`src/rtl/clk_div_cfg_ctrl_if.sv`:
```
// rtl/clk_div_cfg_ctrl_if.sv - config request handshake bundle for clk_div_cfg_ctrl
interface clk_div_cfg_ctrl_if #(
    parameter int RATIO_WIDTH = 4
);
    logic                   cfg_valid;
    logic                   cfg_ready;
    logic [RATIO_WIDTH-1:0] cfg_ratio;
    logic                   cfg_en;

    modport master (output cfg_valid, output cfg_ratio, output cfg_en, input cfg_ready);
    modport slave  (input cfg_valid, input cfg_ratio, input cfg_en, output cfg_ready);
endinterface

```
`src/rtl/clk_div_cfg_ctrl.sv`:
```
// rtl/clk_div_cfg_ctrl.sv - glitch-safe ratio/enable config stage for the clock divider (optional CFG_TIMEOUT_EN)
module clk_div_cfg_ctrl #(
    parameter int RATIO_WIDTH    = 4,
    parameter int DEFAULT_RATIO  = 2,
    parameter int TIMEOUT_CYCLES = 64
) (
    input  logic                   ref_clk,
    input  logic                   rst_n,
    clk_div_cfg_ctrl_if.slave      cfg,
    input  logic                   div_clk,
    output logic [RATIO_WIDTH-1:0] div_ratio,
    output logic                   clk_en,
    output logic                   busy,
    output logic                   cfg_done,
    output logic                   cfg_err,
    output logic                   timeout
);

    typedef enum logic [2:0] {
        S_IDLE,
        S_CHECK,
        S_WAIT_FALL,
        S_APPLY,
        S_SETTLE
    } state_t;

    state_t                 state;
    state_t                 state_nxt;
    logic [RATIO_WIDTH-1:0] sh_ratio;
    logic                   sh_en;
    logic                   div_q;
    logic [RATIO_WIDTH-1:0] cnt;
    logic                   fall;
    logic                   tmo_hit;
    logic                   accept;

    assign accept        = cfg.cfg_valid && (state == S_IDLE);
    assign cfg.cfg_ready = (state == S_IDLE);
    assign busy          = (state != S_IDLE);
    assign fall          = div_q && !div_clk;

`ifdef CFG_TIMEOUT_EN
    localparam int TW = $clog2(TIMEOUT_CYCLES + 1);
    logic [TW-1:0] tcnt;

    assign tmo_hit = (tcnt == TW'(TIMEOUT_CYCLES));

    // Count cycles spent waiting for a falling edge; restarts on every entry.
    always_ff @(posedge ref_clk or negedge rst_n) begin
        if (!rst_n)                   tcnt <= '0;
        else if (state != S_WAIT_FALL) tcnt <= '0;
        else if (!tmo_hit)            tcnt <= tcnt + TW'(1);
    end
`else
    assign tmo_hit = 1'b0;
`endif

    // Previous divided-clock level for falling-edge detection.
    always_ff @(posedge ref_clk or negedge rst_n) begin
        if (!rst_n) div_q <= 1'b0;
        else        div_q <= div_clk;
    end

    // Shadow copy of the accepted request.
    always_ff @(posedge ref_clk or negedge rst_n) begin
        if (!rst_n) begin
            sh_ratio <= '0;
            sh_en    <= 1'b0;
        end else if (accept) begin
            sh_ratio <= cfg.cfg_ratio;
            sh_en    <= cfg.cfg_en;
        end
    end

    // State register.
    always_ff @(posedge ref_clk or negedge rst_n) begin
        if (!rst_n) state <= S_IDLE;
        else        state <= state_nxt;
    end

    // Divider outputs change only in APPLY; a disable keeps the old ratio.
    always_ff @(posedge ref_clk or negedge rst_n) begin
        if (!rst_n) begin
            div_ratio <= RATIO_WIDTH'(DEFAULT_RATIO);
            clk_en    <= 1'b0;
        end else if (state == S_APPLY) begin
            if (sh_en) div_ratio <= sh_ratio;
            clk_en <= sh_en;
        end
    end

    // Settle counter spans one new output period after APPLY.
    always_ff @(posedge ref_clk or negedge rst_n) begin
        if (!rst_n)                  cnt <= '0;
        else if (state == S_APPLY)   cnt <= '0;
        else if (state == S_SETTLE)  cnt <= cnt + RATIO_WIDTH'(1);
    end

    // Next-state and single-cycle status pulses.
    always_comb begin
        state_nxt = state;
        cfg_done  = 1'b0;
        cfg_err   = 1'b0;
        timeout   = 1'b0;
        case (state)
            S_IDLE: begin
                if (cfg.cfg_valid) state_nxt = S_CHECK;
            end
            S_CHECK: begin
                if (sh_en && (sh_ratio < RATIO_WIDTH'(2))) begin
                    cfg_err   = 1'b1;
                    state_nxt = S_IDLE;
                end else if ((sh_en == clk_en) && (!sh_en || (sh_ratio == div_ratio))) begin
                    cfg_done  = 1'b1;
                    state_nxt = S_IDLE;
                end else if (!clk_en) begin
                    state_nxt = S_APPLY;
                end else begin
                    state_nxt = S_WAIT_FALL;
                end
            end
            S_WAIT_FALL: begin
                if (fall) begin
                    state_nxt = S_APPLY;
                end else if (tmo_hit) begin
                    timeout   = 1'b1;
                    state_nxt = S_APPLY;
                end
            end
            S_APPLY: begin
                state_nxt = S_SETTLE;
            end
            S_SETTLE: begin
                if (!clk_en || (cnt == div_ratio - RATIO_WIDTH'(1))) begin
                    cfg_done  = 1'b1;
                    state_nxt = S_IDLE;
                end
            end
            default: state_nxt = S_IDLE;
        endcase
    end

endmodule

```
`src/flat_wrapper.sv`:
```
// flat-port wrapper written by rule: the top's interface ports become plain ports
module clk_div_cfg_ctrl_flat 
#(
    parameter int RATIO_WIDTH    = 4,
    parameter int DEFAULT_RATIO  = 2,
    parameter int TIMEOUT_CYCLES = 64
)
  (ref_clk, rst_n, div_clk, div_ratio, clk_en, busy, cfg_done, cfg_err, timeout, cfg_cfg_valid, cfg_cfg_ratio, cfg_cfg_en, cfg_cfg_ready);
  clk_div_cfg_ctrl_if #(.RATIO_WIDTH(RATIO_WIDTH)) cfg_i ();
  input  logic ref_clk;
  input  logic rst_n;
  input  logic div_clk;
  output logic [RATIO_WIDTH-1:0] div_ratio;
  output logic clk_en;
  output logic busy;
  output logic cfg_done;
  output logic cfg_err;
  output logic timeout;
  input wire logic [$bits(cfg_i.cfg_valid)-1:0] cfg_cfg_valid;
  input wire logic [$bits(cfg_i.cfg_ratio)-1:0] cfg_cfg_ratio;
  input wire logic [$bits(cfg_i.cfg_en)-1:0] cfg_cfg_en;
  output wire logic [$bits(cfg_i.cfg_ready)-1:0] cfg_cfg_ready;
  assign cfg_i.cfg_valid = cfg_cfg_valid;
  assign cfg_i.cfg_ratio = cfg_cfg_ratio;
  assign cfg_i.cfg_en = cfg_cfg_en;
  assign cfg_cfg_ready = cfg_i.cfg_ready;
  clk_div_cfg_ctrl #(.RATIO_WIDTH(RATIO_WIDTH), .DEFAULT_RATIO(DEFAULT_RATIO), .TIMEOUT_CYCLES(TIMEOUT_CYCLES)) u_core (.ref_clk(ref_clk), .rst_n(rst_n), .cfg(cfg_i), .div_clk(div_clk), .div_ratio(div_ratio), .clk_en(clk_en), .busy(busy), .cfg_done(cfg_done), .cfg_err(cfg_err), .timeout(timeout));
endmodule
```
`config.mk`:
```
export PLATFORM = sky130hd
export DESIGN_NAME = clk_div_cfg_ctrl_flat
export DESIGN_NICKNAME = d
export VERILOG_FILES = /design/src/rtl/clk_div_cfg_ctrl_if.sv /design/src/rtl/clk_div_cfg_ctrl.sv /design/src/flat_wrapper.sv
export SDC_FILE = /design/constraint.sdc
export NUM_CORES = 1
export LEC_CHECK = 0
export ABC_CLOCK_PERIOD_IN_PS = 2000
export CAP_MARGIN = 20
export CORE_UTILIZATION = 45
export DETAILED_ROUTE_END_ITERATION = 12
export GPL_ROUTABILITY_DRIVEN = 0
export GPL_TIMING_DRIVEN = 0
export HOLD_SLACK_MARGIN = 0.06
export PLACE_DENSITY = 0.73
export SETUP_SLACK_MARGIN = 0.3
export SYNTH_ARGS = -nofsm -noshare
export SYNTH_HDL_FRONTEND = slang
export SYNTH_SLANG_ARGS = --single-unit
```
`constraint.sdc`:
```
create_clock -name ref_clk -period 2 [get_ports ref_clk]
set_input_delay 0.6 -clock ref_clk [delete_from_list [all_inputs] [get_ports ref_clk]]
set_output_delay 0.6 -clock ref_clk [all_outputs]
set_load 0.01 [all_outputs]
```
==> impl_metrics.py <==
metrics = {
    "run_status": {
        "status": "complete, but fails checks",
        "violations": "negative setup slack",
    },
    "synthesis": {
        "synth_edf_count": 0,
        "synth.cell_area_um2": 1010,
        "synthAdderAreaFrac_pct": 3.71,
        "syn-num-nets": 110,
        "netlist_top_cells_area": "dfrtp_1 (42%), mux2_2 (10%), a21oi_1 (4.4%)",
        "avgSynthCellArea_um2": 10.3,
        "synth_cell_types": 30,
        "synth_top_flop_cell": "dfrtp_1",
        "synth_top_cell_by_area": "dfrtp_1",
        "synth_top_area_share_pct": 42.0,
        "synth_top_family_by_area": "simple AND/OR/NAND/NOR gates",
        "synth_common_cells": "dfrtp_1 (17), a21oi_1 (9), mux2_2 (9)",
        "synth-compound-area-share_pct": 12.4,
        "async_reset_ff_share_pct": 100,
        "post-synth-top-count-cell": "dfrtp_1",
        "yosysWarnings": 0,
        "yosys.area_share.simple_pct": 15.5,
        "synthCells": 98,
        "synthXorXnorAreaFrac_pct": 9.27,
        "synth-seq-cells": 18,
        "muxShareOfSynthArea_pct": 10.0,
        "ys_seq_area_share_pct": 44.6,
    },
    "setup_path": {
        "critPathCaptureType": "primary output",
        "startpoint": "u_core.div_ratio[1]",
        "reg2reg_to": "u_core.state[2]",
        "worstSetupPathType": "flip-flop to primary output",
        "r2r_cells": 8,
        "cp_top_family": "flip-flops",
        "cp.required_ps": 1400,
        "slowest_stage": "dfstp_2",
        "crit_path_start_kind": "flip-flop",
        "cp.arrival_ps": 1910,
        "cp.depth": 7,
        "crit_path_end": "cfg_done",
        "rr_startpoint": "u_core.div_ratio[1]",
        "crit_path_max_fanout": 2,
        "r2r_slack_ps": 190,
        "worstPathCellList": "inv_2, ha_4, xor3_1, nor3_2, a41oi_2, a21oi_2, buf_2",
        "critPathBufInv": 2,
        "max_stage_delay_ps": 560,
    },
    "layout": {
        "multi_input_area_um2": 611,
        "fin_util_pct": 70.0,
        "num_antenna_cells": 0,
        "final_design_area_no_fill_um2": 1430,
        "final-seq-area_um2": 453,
        "layout-drive-gt1-share_pct": 37.1,
        "fin_cells": 159,
        "area_growth_syn_to_layout_pct": 41.2,
        "nets": 145,
        "n_fill_cell": 162,
    },
    "pwr": {
        "p_leak_nw": 0.649,
        "p_per_area_nw_per_um2": 1610,
        "vdd_drop_max_uv": 971,
        "total_power_mw": 2.29,
    },
    "route": {
        "wl_met3_um": 80,
        "drt-total-wl_um": 2390,
        "routedLengthMet1_um": 1010,
        "highest_layer": "met4",
        "drt_iter0_drc": 29,
        "antenna_left": 0,
        "dr.pass1.iters": 4,
        "route.met2.wl_um": 1250,
        "drc": 0,
        "vias": 864,
        "vias_per_cell": 5.43,
        "drt-wirelength-per-cell_um": 15.0,
    },
    "cts": {
        "cts_tree": "yes",
        "path_clk_slew_ps": 100,
        "clkSinkCount": 18,
        "clock_latency_ps": 310,
        "numCtsBuffers": 3,
        "htree_levels": 1,
        "cts_buffer_depth": 2,
        "cts_root_buf": "clkbuf_4",
    },
    "timing": {
        "worst_slack_ps": -505,
        "timing.fmax_mhz": 399,
        "finalSetupViolCount": 4,
        "drv_slew": 0,
        "hold_viol": 0,
        "skew_ps": 12.2,
        "worst_pin_slew_ps": 839,
        "grt_setup_unrepaired": "true",
        "layout_min_cycle_time_ps": 2510,
        "post-route-period-util_pct": 125,
        "slew_headroom_pct": 43.9,
    },
    "grt": {
        "grt_max_degree": 19,
        "grt-ovfl-total": 0,
        "grt_pass1_wl_um": 3970,
        "grtUsageTotal_pct": 22.4,
        "first_global_vias": 834,
        "antenna_found_initial": 0,
    },
    "floorplan": {
        "core_um2": 2040,
        "fp.dieW_um": 49.4,
        "initial_core_util_pct": 49.6,
        "row_count": 16,
        "io_pins": 19,
        "die_area_um2": 2440,
        "die_h_um": 49.4,
    },
    "placement": {
        "hpwl_um": 1470,
        "dp_cells": 142,
        "dpl-instance-area_um2": 1230,
        "dp_slack_ps": -671,
        "port_buffers": 17,
    },
    "min_path": {
        "hp-class": "flip-flop to flip-flop",
        "worstHoldStart": "u_core.cnt[3]",
    },
    "job": {
        "maxCapViolCount": 0,
    },
}
## routing by layer
layer	global-route usage (%)	vias up
li1	-	414
met1	28.9	423
met2	36.8	21
met4	11.0	0
met5	0	-
met3	2.80	6
## cells by family (layout without fill, tap and decap cells)
logic type / Yosys count / count (layout)
compound gates: 19 / 19
flops: 18 / 18
other cells: 1 / 1
simple gates: 29 / 29
xor+xnor: 9 / 9
buf+inv: 10 / 44
fa+ha+maj: 3 / 3
mux: 9 / 9
## worst register-to-register path, delay by kind of cell, from the launching register on
family / cells / cell delay (ps)
flops: 1 / 560
xor+xnor: 1 / 190
fa+ha+maj: 1 / 140
simple gates: 1 / 260
buf+inv: 3 / 280
compound gates: 2 / 310
## power by group
part	switching (mW)	internal (mW)	leakage, nW
Clock	0.125	0.0777	0.0150
Combinational	0.638	0.774	0.411
Sequential	0.165	0.514	0.223
## worst min-delay path by stage
stage,end,slack [ps],cells after the start
finish,u_core.cnt[3],570,1
global route,u_core.cnt[3],600,1
CTS,u_core.cnt[3],560,1
global placement,u_core.clk_en,530,2
floorplan,u_core.clk_en,300,0
detailed placement,u_core.clk_en,540,2
## stage by stage
| stage | hold slack (ps) | setup TNS, ps |
|---|---|---|
| global route | 598 | -1020 |
| floorplan | 304 | -105 |
| global placement | 530 | -1190 |
| CTS | 556 | -759 |
| detailed placement | 540 | -1250 |
| finish | 566 | -758 |
## registers in the layout, summed over array words and instances, names as in the netlist
| signal | cells |
|---|---|
| u_core.div_ratio | 4 |
| u_core.sh_ratio | 4 |
| u_core.state | 3 |
| u_core.cnt | 4 |
| u_core.div_q | 1 |
| u_core.sh_en | 1 |
| u_core.clk_en | 1 |
## final cells by class
| type | count | share of cell area (%) |
|---|---|---|
| multi-input cells | 70 | 42.7 |
| flip-flops and latches | 18 | 31.7 |
| repair buffers | 30 | 18.3 |
| well taps | 27 | 2.36 |
| clock buffers | 4 | 1.84 |
| inverters | 6 | 1.58 |
| plain buffers | 4 | 1.49 |
## what timing repair did
item                                    CTS  global route
buffers inserted                         12             1
endpoints found under the setup margin    9             9
endpoints found under the hold margin     0             0
resized for setup                        41            10
hold buffers                              0             0
pin swaps                                 6             3
cloned                                    0             0
## layout by cell type (no fill, tap or decap), types with 3 or more instances in the layout
cell type         n
dfrtp_1          16
buf_4            11
a21oi_1           8
clkdlybuf4s50_1   8
nand2_1           6
nor2_1            6
buf_6             6
xor2_1            5
mux2_4            5
inv_1             4
nor3_1            4
mux2_2            4
clkbuf_2          3
buf_2             3
nand3_1           3
nor2b_1           3
clkbuf_4          3
Power figures use the tool's default switching activity.
